File: config.mk
export PLATFORM = sky130hd
export DESIGN_NAME = arith_exti_reg
export DESIGN_NICKNAME = d
export VERILOG_FILES = /design/src/rtl/arith_exti_reg.sv
export SDC_FILE = /design/constraint.sdc
export NUM_CORES = 1
export LEC_CHECK = 0
export BUFFER_PORTS_ARGS = -buffer_cell sky130_fd_sc_hd__buf_2
export CELL_PAD_IN_SITES_DETAIL_PLACEMENT = 0
export CELL_PAD_IN_SITES_GLOBAL_PLACEMENT = 1
export CORE_UTILIZATION = 40
export CTS_CLUSTER_SIZE = 24
export DETAILED_ROUTE_END_ITERATION = 12
export PLACE_DENSITY = 0.82
export SLEW_MARGIN = 20
export SYNTH_ARGS = -nofsm -noshare
export SYNTH_HDL_FRONTEND = slang
export SYNTH_SLANG_ARGS = --single-unit
File: constraint.sdc
create_clock -name clk -period 2.8 [get_ports clk]
set_input_delay 0.7 -clock clk [delete_from_list [all_inputs] [get_ports clk]]
set_output_delay 0.7 -clock clk [all_outputs]
set_load 0.02 [all_outputs]
File: src/rtl/arith_exti_reg.sv
// Registered zero/sign extension stage with a 2-entry skid buffer.
// Both the valid/data path and the ready path are fully registered.
module arith_exti_reg #(
    parameter int unsigned IN_WIDTH  = 16,
    parameter int unsigned OUT_WIDTH = 32,
    parameter bit          SIGNED    = 1'b0
) (
    input  logic                 clk,
    input  logic                 rst_n,
    input  logic                 a_valid,
    output logic                 a_ready,
    input  logic [IN_WIDTH-1:0]  a_data,
    output logic                 result_valid,
    input  logic                 result_ready,
    output logic [OUT_WIDTH-1:0] result_data
);

    generate
        if (IN_WIDTH < 1 || OUT_WIDTH < IN_WIDTH) begin : g_bad_width
            $error("arith_exti_reg: requires IN_WIDTH >= 1 and OUT_WIDTH >= IN_WIDTH");
        end
    endgenerate

    typedef enum logic [1:0] {
        EMPTY = 2'd0,
        ONE   = 2'd1,
        TWO   = 2'd2
    } state_t;

    state_t              state, state_d;
    logic [IN_WIDTH-1:0] main_q, main_d;
    logic [IN_WIDTH-1:0] skid_q, skid_d;
    logic                ready_q;
    logic                fire_in;
    logic                fire_out;

    assign fire_in  = a_valid && ready_q;
    assign fire_out = (state != EMPTY) && result_ready;

    always_comb begin
        state_d = state;
        main_d  = main_q;
        skid_d  = skid_q;
        case (state)
            EMPTY: begin
                if (fire_in) begin
                    main_d  = a_data;
                    state_d = ONE;
                end
            end
            ONE: begin
                if (fire_in && fire_out) begin
                    main_d = a_data;
                end else if (fire_out) begin
                    state_d = EMPTY;
                end else if (fire_in) begin
                    skid_d  = a_data;
                    state_d = TWO;
                end
            end
            TWO: begin
                // ready_q is low here, so only the drain side can move
                if (result_ready) begin
                    main_d  = skid_q;
                    state_d = ONE;
                end
            end
            default: state_d = EMPTY;
        endcase
    end

    always_ff @(posedge clk) begin
        if (!rst_n) begin
            state   <= EMPTY;
            main_q  <= '0;
            skid_q  <= '0;
            ready_q <= 1'b0;
        end else begin
            state   <= state_d;
            main_q  <= main_d;
            skid_q  <= skid_d;
            ready_q <= (state_d != TWO);
        end
    end

    assign a_ready      = ready_q;
    assign result_valid = (state != EMPTY);

    always_comb begin
        if (SIGNED) begin
            result_data = OUT_WIDTH'($signed(main_q));
        end else begin
            result_data = OUT_WIDTH'(main_q);
        end
    end

endmodule

**After elaboration in Yosys (flattened, before gate mapping)**

Cells that the tools add are included.

- Register bits after elaboration: 35
- Input port bits: 20
- Output and inout bits: 34
- Word-level logic and storage cells: 30

- Equal/unequal tests: 6
- Muxes and demuxes: 10
- Bitwise logic cells: 2
- Reductions and logical operators: 8

Operator list:

| kind | count |
|---|---|
| $mux 16 | 3 |
| $pmux 16 s3 | 1 |
| $mux 2 | 5 |
| $ne 2x2->1 const B | 4 |
| $reduce_and 4->1 | 2 |
| $pmux 2 s3 | 1 |
| $logic_and 1x1->1 | 3 |
| $reduce_bool 3->1 | 1 |
| $eq 2x1->1 const B | 1 |
| $eq 2x2->1 const B | 1 |
| $logic_not 2->1 | 1 |
| $not 1->1 | 2 |
| $reduce_bool 2->1 | 1 |

**Depth between registers and ports, before layout**

- Depth after elaboration: 6
- Mapped depth: 6
- Gate-level depth less buffers: 4

**Worst setup path before layout**

Ideal clock, no wire load.

- Path kind: input-to-reg
- Start: in result_ready
- End: reg skid_q[0]
- Setup time: 116 ps
- Arrival: 1523 ps
- Required time: 2684 ps
- Slack: 1161 ps
- Cell stages on the path: 6
- Path buffers: 2
- Cell sequence: nor2b_4 > nor3b_2 > buf_6 > buf_12 > mux2i_1 > nor2b_1

- Cells in the longest elaborated chain, start to end: 4
- Elaborated cells on any way between the ends: 5
- Classes of those cells: bitwise: 2; reduce/logical: 3

Ends and longest elaborated chain:

| what | RTL line | source |
|---|---|---|
| start, declared | 14 | `input logic result_ready,` |
| $logic_and 1x1->1 * | 38 | `assign fire_out = (state != EMPTY) && result_ready;` |
| $logic_and 1x1->1 | 52 | `if (fire_in && fire_out) begin` |
| $not 1->1 (no source line) | -- |  |
| $reduce_and 4->1 (no source line) * | -- |  |
| end signal, assigned | 81 | `skid_q <= skid_d;` |
| end, declared | 32 | `logic [IN_WIDTH-1:0] skid_q, skid_d;` |

Every way passes the cells marked *; elsewhere a longest branch is shown, timed or not.
A chain may end at the register's enable or synchronous reset.

**Final worst setup path**

- Start: reg state[1]
- End: out result_valid

- Cells in the longest elaborated chain, start to end: 1

Ends and longest elaborated chain:

| what | RTL line | source |
|---|---|---|
| start, declared | 30 | `state_t state, state_d;` |
| start signal, assigned | 79 | `state <= state_d;` |
| $reduce_bool 2->1 | 87 | `assign result_valid = (state != EMPTY);` |
| end, declared | 13 | `output logic result_valid,` |

Every way passes these cells.

==> results.cfg <==
[die]
die_w_um = 65.7
die_h_um = 65.7
die-area_sq_um = 4320
io_pins = 54
rows = 22
initial_core_util_pct = 43.1
coreArea_sq_um = 3770

[synthesis]
synthesis.instances = 159
avgSynthCellArea_sq_um = 10.2
yosysWarnings = 0
synth_top_area_share_pct = 43.1
ys_top_cells_by_count = dfxtp_1, mux2i_1, a21oi_1, buf_4, nor2b_1
synth-seq-cells = 35
ys.flop_type = dfxtp_1
synth-edff-count = 0
synth_area_sq_um = 1620
ys_async_sr_fraction_pct = 0
synth_cell_type_count = 24
synth_most_common_cell = dfxtp_1
synth_area_leader_cell = dfxtp_1
synth_area_leaders = dfxtp_1, mux2i_1, buf_4
synth-seq-area-share_pct = 43.1

[worst_setup_path]
r2r-start = state[1]
crit_arrival_ps = 1190
reg2reg_to = main_q[12]
startpoint_type = register
critPathTopFamily = flip-flops
cp_slowest_cell = dfxtp_1
reg2reg_depth = 3
r2r_slack_ps = 1000
crit_chain = or2_2 -> buf_2
critical_path_required_ps = 2100
critPathMaxFanout = 9
crit_type = reg -> out
cp.buffers_inverters = 1
critical-path-max-stage-delay_ps = 420
end_kind = primary output

[timing]
rsz0062_at_grt = no
setup_viol = 0
relSlewSlack_pct = 29.7
slew_violations = 0
worstMarginPinSlew_ps = 1050
fin_skew_ps = 5.96
max_freq_ghz = 0.529
setup_tns_ps = 0
hold_viol = 0
period_needed_ps = 1890
min_period_over_period_pct = 67.6

[clock_tree]
clockBufferDepth = 2
hold_buffers = 0
numClockSinks = 35
ctsResizeCount = 0
path_clk_slew_ps = 70
cts_setup_buffers = 0
h-tree-depth = 2
tritoncts = yes
clock-root-buffer = clkbuf_8
cts_inserted_buffers = 5
clkLatencyLatePin_ps = 290

[grt]
grt_use_total_pct = 15.1
grt_pass1_vias = 1130
grt_overflow = 0
grt_pass1_wl_um = 4820
grt_max_degree = 36
antenna_found_initial = 0

[power_and_ir_drop]
p_int_uw = 799
power.share.switching_pct = 25.8
power_density_nw_per_um2 = 583
pwr-share-seq_pct = 49.5
clkPwrFrac_pct = 36.9
pwr-share-comb_pct = 13.6
p_switching_uw = 277
power.leakage_nw = 0.867
peakVddDrop_v = 0.000272

[drt]
via_count = 1133
drt_first_iter_violations = 14
drc = 0
via_per_inst = 4.68
ant_nets = 0
drt_first_pass_iters = 2
wirelength_um = 2780
routedWlPerCell_um = 11.5

[finish]
post-route-util_pct = 49.0
antennaDiodeCount = 0
final_nets = 213
syn2layout_area_growth_pct = 13.7
stdcell_area_sq_um = 1850
layout-drive-gt1-share_pct = 26.3

[placement]
numPortBuffers = 37
gp_congestion = 0.682
dpl.hpwl_um = 1970
placed_area_sq_um = 1750

[min_path]
hold_path_class = reg -> reg
whs_path_depth = 2
hp-start = skid_q[9]
hold_path_end = skid_q[9]

[status]
status = completed

[run]
drv_cap = 0
==> stage by stage <==
stage	setup slack, ps	hold slack, ps	std cells	total power, mW
floorplan	1160	482	174	0.662
global placement	692	498	234	0.688
detailed placement	626	503	234	0.691
CTS	899	520	242	1.09
global route	853	541	242	1.13
finish	908	512	242	1.08
==> state kept, by name, summed over array words and instances, names as in the netlist <==
signal,cells
main_q,16
skid_q,16
state,2
a_ready,1
==> cell families (layout without fill, tap and decap cells) <==
kind of cell	Yosys count	after routing	synth area share, %
other	1	16	0.231
and+or+nand+nor	27	27	11.6
buffers and inverters	27	47	12.3
AOI/OAI and AO/OA	36	36	12.3
muxes	33	33	20.3
DFF	35	35	43.1
==> power groups by stage <==
stage	sequential, mW	combinational, mW	clock, mW
after global placement	0.542	0.146	0
after floorplan	0.566	0.0956	0
after CTS	0.533	0.148	0.407
after detailed placement	0.543	0.148	0
after global routing	0.535	0.161	0.435
final	0.533	0.147	0.397
==> area by class of cell <==
type	count	area, sq um
fillers	351	1920
multi-input cells	112	786
flip-flops and latches	35	701
repair buffers	39	200
clock buffers	8	100
well taps	48	60.1
==> worst min-delay path: stages (launching register included) <==
cell     delay (ps)
dfxtp_1         320
mux2i_1          60
nor2b_1          90
==> per-layer routing <==
metal  GRT usage (%)  part of all wire, %  up-vias
met2            27.0                   50       32
li1                -                    -      578
met3            5.90                  4.5        6
met5               0                    0        -
met1            15.0                   44      517
met4            7.34                  2.1        0
==> cells in the final DEF, fill, tap and decap left out, drive strengths merged <==
cell type / synthesis / routed
buf: 23 / 39
nand4b: 1 / 1
clkbuf: 4 / 8
a21oi: 17 / 17
dfxtp: 35 / 35
nand2: 2 / 2
nor2b: 18 / 18
o21ai: 16 / 16
nor3b: 1 / 1
o31ai: 1 / 1
nand2b: 1 / 1
o22ai: 1 / 1
nand3b: 1 / 1
o21a: 1 / 1
or2: 1 / 1
conb: 1 / 16
and2: 2 / 2
mux2i: 33 / 33
==> worst max path at each step <==
stage | from | to | slack, ps | depth (start not counted)
4_1_cts | state[1] | result_valid | 900 | 2
6_report | state[1] | result_valid | 910 | 2
5_1_grt | result_ready | skid_q[13] | 850 | 6
3_3_place_gp | result_ready | skid_q[9] | 690 | 6
2_1_floorplan | result_ready | skid_q[0] | 1160 | 6
3_5_place_dp | result_ready | skid_q[13] | 630 | 6
Note: power is estimated with default switching activity, not from simulation.
